$ cat config.mk
export PLATFORM = sky130hd
export DESIGN_NAME = alfa_cod_flat
export DESIGN_NICKNAME = d
export VERILOG_FILES = /design/src/rtl/alfa_cod_if.sv /design/src/rtl/alfa_cod.sv /design/src/flat_wrapper.sv
export SDC_FILE = /design/constraint.sdc
export NUM_CORES = 1
export LEC_CHECK = 0
export CAP_MARGIN = 0
export CELL_PAD_IN_SITES_DETAIL_PLACEMENT = 0
export CELL_PAD_IN_SITES_GLOBAL_PLACEMENT = 1
export CORE_MARGIN = 2
export CORE_UTILIZATION = 38
export DETAILED_ROUTE_END_ITERATION = 16
export GPL_TIMING_DRIVEN = 0
export PLACE_DENSITY_LB_ADDON = 0.1
export SYNTH_ARGS = -nofsm -noshare
export SYNTH_HDL_FRONTEND = slang
export SYNTH_SLANG_ARGS = --single-unit
$ cat constraint.sdc
create_clock -name clk -period 2.4 [get_ports clk]
set_clock_uncertainty 0.05 [all_clocks]
set_input_delay 0.36 -clock clk [delete_from_list [all_inputs] [get_ports clk]]
set_output_delay 0.36 -clock clk [all_outputs]
set_load 0.005 [all_outputs]
$ cat src/rtl/alfa_cod_if.sv
// Handshake bundle for alfa_cod: keys and tone switch in, latched note code and valido out.
// The master side drives keys/pronto; the slave side is the encoder.
interface alfa_cod_if;
   logic [7:0] teclas;
   logic       tom_in;
   logic       pronto;
   logic       valido;
   logic       Tom;
   logic       notas1;
   logic       notas2;
   logic       notas3;

   modport master (
      output teclas, tom_in, pronto,
      input  valido, Tom, notas1, notas2, notas3
   );

   modport slave (
      input  teclas, tom_in, pronto,
      output valido, Tom, notas1, notas2, notas3
   );
endinterface

$ cat src/rtl/alfa_cod.sv
// Debounced priority note-key encoder with a valido/pronto handshake.
// Define ALFA_COD_REPETE_EN to enable auto-repeat of a held key while in SOLTAR.
module alfa_cod #(
   parameter int unsigned DEB_CICLOS = 4,
   parameter int unsigned REP_CICLOS = 16
) (
   input logic       clk,
   input logic       rst_n,
   alfa_cod_if.slave bus
);

   localparam logic [1:0] OCIOSO  = 2'd0;
   localparam logic [1:0] ESTAVEL = 2'd1;
   localparam logic [1:0] ENVIA   = 2'd2;
   localparam logic [1:0] SOLTAR  = 2'd3;

   localparam logic [7:0] DEB_LIM = 8'(DEB_CICLOS);
   localparam logic [7:0] DEB_M1  = 8'(DEB_CICLOS - 1);

   if (DEB_CICLOS == 0 || DEB_CICLOS > 255 || REP_CICLOS == 0 || REP_CICLOS > 255) begin : g_paramInvalido
      $error("alfa_cod: DEB_CICLOS and REP_CICLOS must lie in 1..255");
   end

   logic [7:0] r_tecS1;
   logic [7:0] r_tecS2;
   logic       r_tomS1;
   logic       r_tomS2;
   logic [1:0] r_state;
   logic [7:0] r_cnt;
   logic [3:0] r_code;
   logic [3:0] r_out;

   logic       w_temCand;
   logic [2:0] w_idx;
   logic [3:0] w_cand;

   always_ff @(posedge clk or negedge rst_n) begin
      if (!rst_n) begin
         r_tecS1 <= 8'd0;
         r_tecS2 <= 8'd0;
         r_tomS1 <= 1'b0;
         r_tomS2 <= 1'b0;
      end else begin
         r_tecS1 <= bus.teclas;
         r_tecS2 <= r_tecS1;
         r_tomS1 <= bus.tom_in;
         r_tomS2 <= r_tomS1;
      end
   end

   // Lowest-numbered pressed key wins; scanning downward lets the lowest index overwrite.
   always_comb begin
      w_idx = 3'd0;
      for (int i = 7; i >= 0; i--) begin
         if (r_tecS2[i]) w_idx = 3'(i);
      end
   end

   assign w_temCand = |r_tecS2;
   assign w_cand    = {r_tomS2, w_idx};

`ifdef ALFA_COD_REPETE_EN
   localparam logic [7:0] REP_M1 = 8'(REP_CICLOS - 1);
   logic [7:0] r_repCnt;
`endif

   always_ff @(posedge clk or negedge rst_n) begin
      if (!rst_n) begin
         r_state  <= OCIOSO;
         r_cnt    <= 8'd0;
         r_code   <= 4'd0;
         r_out    <= 4'd0;
`ifdef ALFA_COD_REPETE_EN
         r_repCnt <= 8'd0;
`endif
      end else begin
         case (r_state)
            OCIOSO: begin
               if (w_temCand) begin
                  r_code  <= w_cand;
                  r_cnt   <= 8'd1;
                  r_state <= ESTAVEL;
               end
            end
            ESTAVEL: begin
               if (!w_temCand) begin
                  r_state <= OCIOSO;
               end else if (w_cand != r_code) begin
                  r_code <= w_cand;
                  r_cnt  <= 8'd1;
               end else if (r_cnt == DEB_LIM) begin
                  r_out   <= r_code;
                  r_state <= ENVIA;
               end else begin
                  r_cnt <= r_cnt + 8'd1;
               end
            end
            ENVIA: begin
               if (bus.pronto) begin
                  r_state  <= SOLTAR;
                  r_cnt    <= 8'd0;
`ifdef ALFA_COD_REPETE_EN
                  r_repCnt <= 8'd0;
`endif
               end
            end
            SOLTAR: begin
               // r_cnt here counts consecutive key-free cycles before re-arming.
               if (w_temCand) begin
                  r_cnt <= 8'd0;
               end else if (r_cnt == DEB_M1) begin
                  r_state <= OCIOSO;
               end else begin
                  r_cnt <= r_cnt + 8'd1;
               end
`ifdef ALFA_COD_REPETE_EN
               if (w_temCand && (w_cand == r_out)) begin
                  if (r_repCnt == REP_M1) begin
                     r_state <= ENVIA;
                  end else begin
                     r_repCnt <= r_repCnt + 8'd1;
                  end
               end else begin
                  r_repCnt <= 8'd0;
               end
`endif
            end
            default: r_state <= OCIOSO;
         endcase
      end
   end

   assign bus.valido = (r_state == ENVIA);
   assign bus.Tom    = r_out[3];
   assign bus.notas1 = r_out[2];
   assign bus.notas2 = r_out[1];
   assign bus.notas3 = r_out[0];

endmodule

$ cat src/flat_wrapper.sv
// flat-port wrapper written by rule: the top's interface ports become plain ports
module alfa_cod_flat 
#(
   parameter int unsigned DEB_CICLOS = 4,
   parameter int unsigned REP_CICLOS = 16
)
  (clk, rst_n, bus_teclas, bus_tom_in, bus_pronto, bus_valido, bus_Tom, bus_notas1, bus_notas2, bus_notas3);
  alfa_cod_if bus_i ();
  input logic clk;
  input logic rst_n;
  input wire logic [$bits(bus_i.teclas)-1:0] bus_teclas;
  input wire logic [$bits(bus_i.tom_in)-1:0] bus_tom_in;
  input wire logic [$bits(bus_i.pronto)-1:0] bus_pronto;
  output wire logic [$bits(bus_i.valido)-1:0] bus_valido;
  output wire logic [$bits(bus_i.Tom)-1:0] bus_Tom;
  output wire logic [$bits(bus_i.notas1)-1:0] bus_notas1;
  output wire logic [$bits(bus_i.notas2)-1:0] bus_notas2;
  output wire logic [$bits(bus_i.notas3)-1:0] bus_notas3;
  assign bus_i.teclas = bus_teclas;
  assign bus_i.tom_in = bus_tom_in;
  assign bus_i.pronto = bus_pronto;
  assign bus_valido = bus_i.valido;
  assign bus_Tom = bus_i.Tom;
  assign bus_notas1 = bus_i.notas1;
  assign bus_notas2 = bus_i.notas2;
  assign bus_notas3 = bus_i.notas3;
  alfa_cod #(.DEB_CICLOS(DEB_CICLOS), .REP_CICLOS(REP_CICLOS)) u_core (.clk(clk), .rst_n(rst_n), .bus(bus_i));
endmodule
==> results_dict.tcl <==
set metrics [dict create \
    hold_path_class "in2async" \
    synthAdderAreaFrac 0.01587 \
    grt.total_usage 0.1361 \
    antenna_found_initial 0 \
    yosys_most_used_dff "dfrtp_1" \
    synth_compound_area_frac 0.1595 \
    wirelength_um 2724 \
    synthToLayoutAreaGrowth_pct 22.30 \
    num_vias 1073 \
    synth_mux_area_frac 0.03810 \
    clockRootBuffer "clkbuf_8" \
    max_freq_mhz 420.2 \
    drive_gt1_frac 0.1863 \
    final_nets 174 \
    min_period_ns 2.380 \
    setup_viol 0 \
    grt-ovfl-total 0 \
    regArea_um2 902.1 \
    viasPerCell 5.085 \
    synth_nets 149 \
    gp_congestion 0.7572 \
    synth_top_family_by_area "simple AND/OR/NAND/NOR gates" \
    synth_xor_area_frac 0.005556 \
    yosys.area_share.simple 0.1857 \
    holdWs_ns 0.1022 \
    io_buffers 16 \
    avgSynthCellArea_um2 11.68 \
    worst_slew_pin_slew_ns 0.7827 \
    synthTopCellsByCount "dfrtp_1 (36), nor2_1 (13), nand2_1 (12)" \
    wl_per_cell_um 12.91 \
    synthTopCellsByArea "dfrtp_1 (57%), a221o_1 (3.2%), nor2_1 (3.1%)" \
    core-area_um2 4000 \
    finalMaxSlewViolations 0 \
    crit_fanout 6 \
    max-cap-violations 0 \
    clock_sinks 36 \
    drt-pass1-iter-count 3 \
    ir_worst_vdd_mv 0.3398 \
    grt_pass1_wl_um 4581 \
    drt_iter0_markers 48 \
    clockBufferDepth 2 \
    timing.slew.headroom 0.4782 \
    grt_pass1_vias 1038 \
    worstSkewPairLatency_ns 0.28 \
    grt_max_degree 37 \
    syn_inst 135 \
    cp.arrival_ns 2.50 \
    yosys_warnings 0 \
    path_class "reg2reg" \
    ys_ff_latch 36 \
    rows 23 \
    critPathRequiredTime_ns 2.52 \
    async_reset_ff_frac 1.000 \
    die_width_um 68.41 \
    rsz0062_at_grt "yes" \
    start_util 0.3941 \
    synth_top_area_cell "dfrtp_1" \
    yosysMostFrequentCell "dfrtp_1" \
    critPathLaunchType "flip-flop" \
    synth_area_um2 1577 \
    p_total_mw 1.317 \
    io-pin-count 17 \
    netlist-cell-type-count 42 \
    cts_buffers 5 \
    die_area_um2 4680 \
    outcome "complete, no violations" \
    dpl.hpwl_um 1894 \
    fin_crit_sh 0.9916 \
    finalHoldViolCount 0 \
    cts.clk_slew.worst_paths_ns 0.07 \
    cts_max_level 2 \
    multi_input_area_um2 646.9 \
    seq_area_frac_synth 0.5714 \
    cp-end-kind "flip-flop" \
    final_antenna_net_count 0 \
    die_h_um 68.41 \
    cts_tree "yes" \
    drc 0 \
    power.density_nw_per_um2 683.3 \
    yosys.area.top_type_share 0.5714 \
    fillerInstances 370 \
    num_antenna_cells 0 \
    synth_edf_count 0 \
    leakage_nw 0.8152 \
]
stage by stage:
stage | TNS [ns] | std cells | area, um^2 | utilization | setup WS, ns
after detailed placement | 0 | 201 | 1794 | 0.4485 | 0.008954
final | 0 | 211 | 1928 | 0.4820 | 0.02016
after global routing | -0.5464 | 211 | 1928 | 0.4820 | -0.1034
after floorplan | 0 | 135 | 1577 | - | 0.1360
after global placement | 0 | 201 | 1799 | 0.4498 | 0.01584
after CTS | 0 | 209 | 1887 | 0.4717 | 0.01908
flip-flops by register name (all words and copies together) (netlist names), named ones only:
name,flops
u_core.r_cnt,8
u_core.r_code,4
u_core.r_out,4
u_core.r_state,1
u_core.r_tecS1,8
u_core.r_tecS2,8
u_core.r_tomS1,1
u_core.r_tomS2,1
path summary, 6_finish.rpt:
path                                             start                          end  slack [ns]  depth (start not counted)
hold reg to reg            u_core.r_tecS1[6]$_DFF_PN0_  u_core.r_tecS2[6]$_DFF_PN0_        0.30                          0
setup / recovery           u_core.r_tecS2[1]$_DFF_PN0_  u_core.r_cnt[7]$_DFFE_PN0P_        0.02                          8
min in group clk           u_core.r_tecS1[6]$_DFF_PN0_  u_core.r_tecS2[6]$_DFF_PN0_        0.30                          0
setup reg to reg           u_core.r_tecS2[1]$_DFF_PN0_  u_core.r_cnt[7]$_DFFE_PN0P_        0.02                          8
max in group asynchronous                        rst_n  u_core.r_tecS2[0]$_DFF_PN0_        1.66                          1
hold / removal                                   rst_n  u_core.r_out[1]$_DFFE_PN0P_        0.10                          1
critical path, cell delays in order (launching register included):
cell      delay, ns
dfrtp_1        0.43
or3_1          0.37
or4_1          0.40
nand4_1        0.17
a211oi_4       0.09
a31oi_4        0.30
buf_12         0.15
nor2_1         0.04
a221o_1        0.26
timing repair:
action / CTS / global route
gates cloned: 0 / 0
hold buffers: 0 / 0
endpoints found under the setup margin: 3 / 15
pin swaps: 1 / 4
setup buffers: 0 / 2
resized for setup: 0 / 3
layout by cell type, fill, tap and decap left out, types with 2 or more instances in the layout:
cell / instances
nand2_1: 12
clkbuf_8: 5
nand3_1: 3
inv_1: 6
or2_2: 2
o31ai_1: 3
nand3_2: 2
nor2_1: 13
or3_1: 3
and3_1: 2
a221o_1: 5
nor2b_1: 2
dfrtp_1: 35
o21ai_0: 6
or4_1: 2
mux2_2: 4
clkdlybuf4s50_1: 15
clkinvlp_4: 2
nor3_1: 3
a21oi_1: 5
ha_1: 2
final cells by class:
type,instances,area share
repair buffers,18,0.09474
well taps,50,0.03245
clock buffers,5,0.03569
inverters,6,0.01168
plain buffers,2,0.009734
clock inverters,3,0.01233
flip-flops and latches,36,0.4679
multi-input cells,91,0.3355
routing by layer:
metal / track usage / wire, um / up-vias
met5: 0 / 0 / -
met3: 0.04934 / 111 / 2
met2: 0.1983 / 1259 / 18
met4: 0.04500 / 16 / 0
li1: - / - / 534
met1: 0.1868 / 1337 / 519
cells by family (layout without fill, tap and decap cells):
| group | count (synthesis) | in the layout |
|---|---|---|
| buffers and inverters | 8 | 34 |
| adder cells (fa/ha/maj) | 2 | 2 |
| AO/OA/AOI/OAI | 30 | 30 |
| flip-flops | 36 | 36 |
| multiplexers | 5 | 5 |
| XOR/XNOR | 1 | 1 |
| AND/OR/NAND/NOR | 53 | 53 |
report_power, final:
part           leakage [nW]  internal (mW)  switching (mW)
sequential            0.446          0.648          0.0392
combinational         0.329          0.102          0.0991
clock                0.0404          0.205           0.225
total                 0.815          0.955           0.363
No activity file was read; power rests on OpenSTA's default activity.
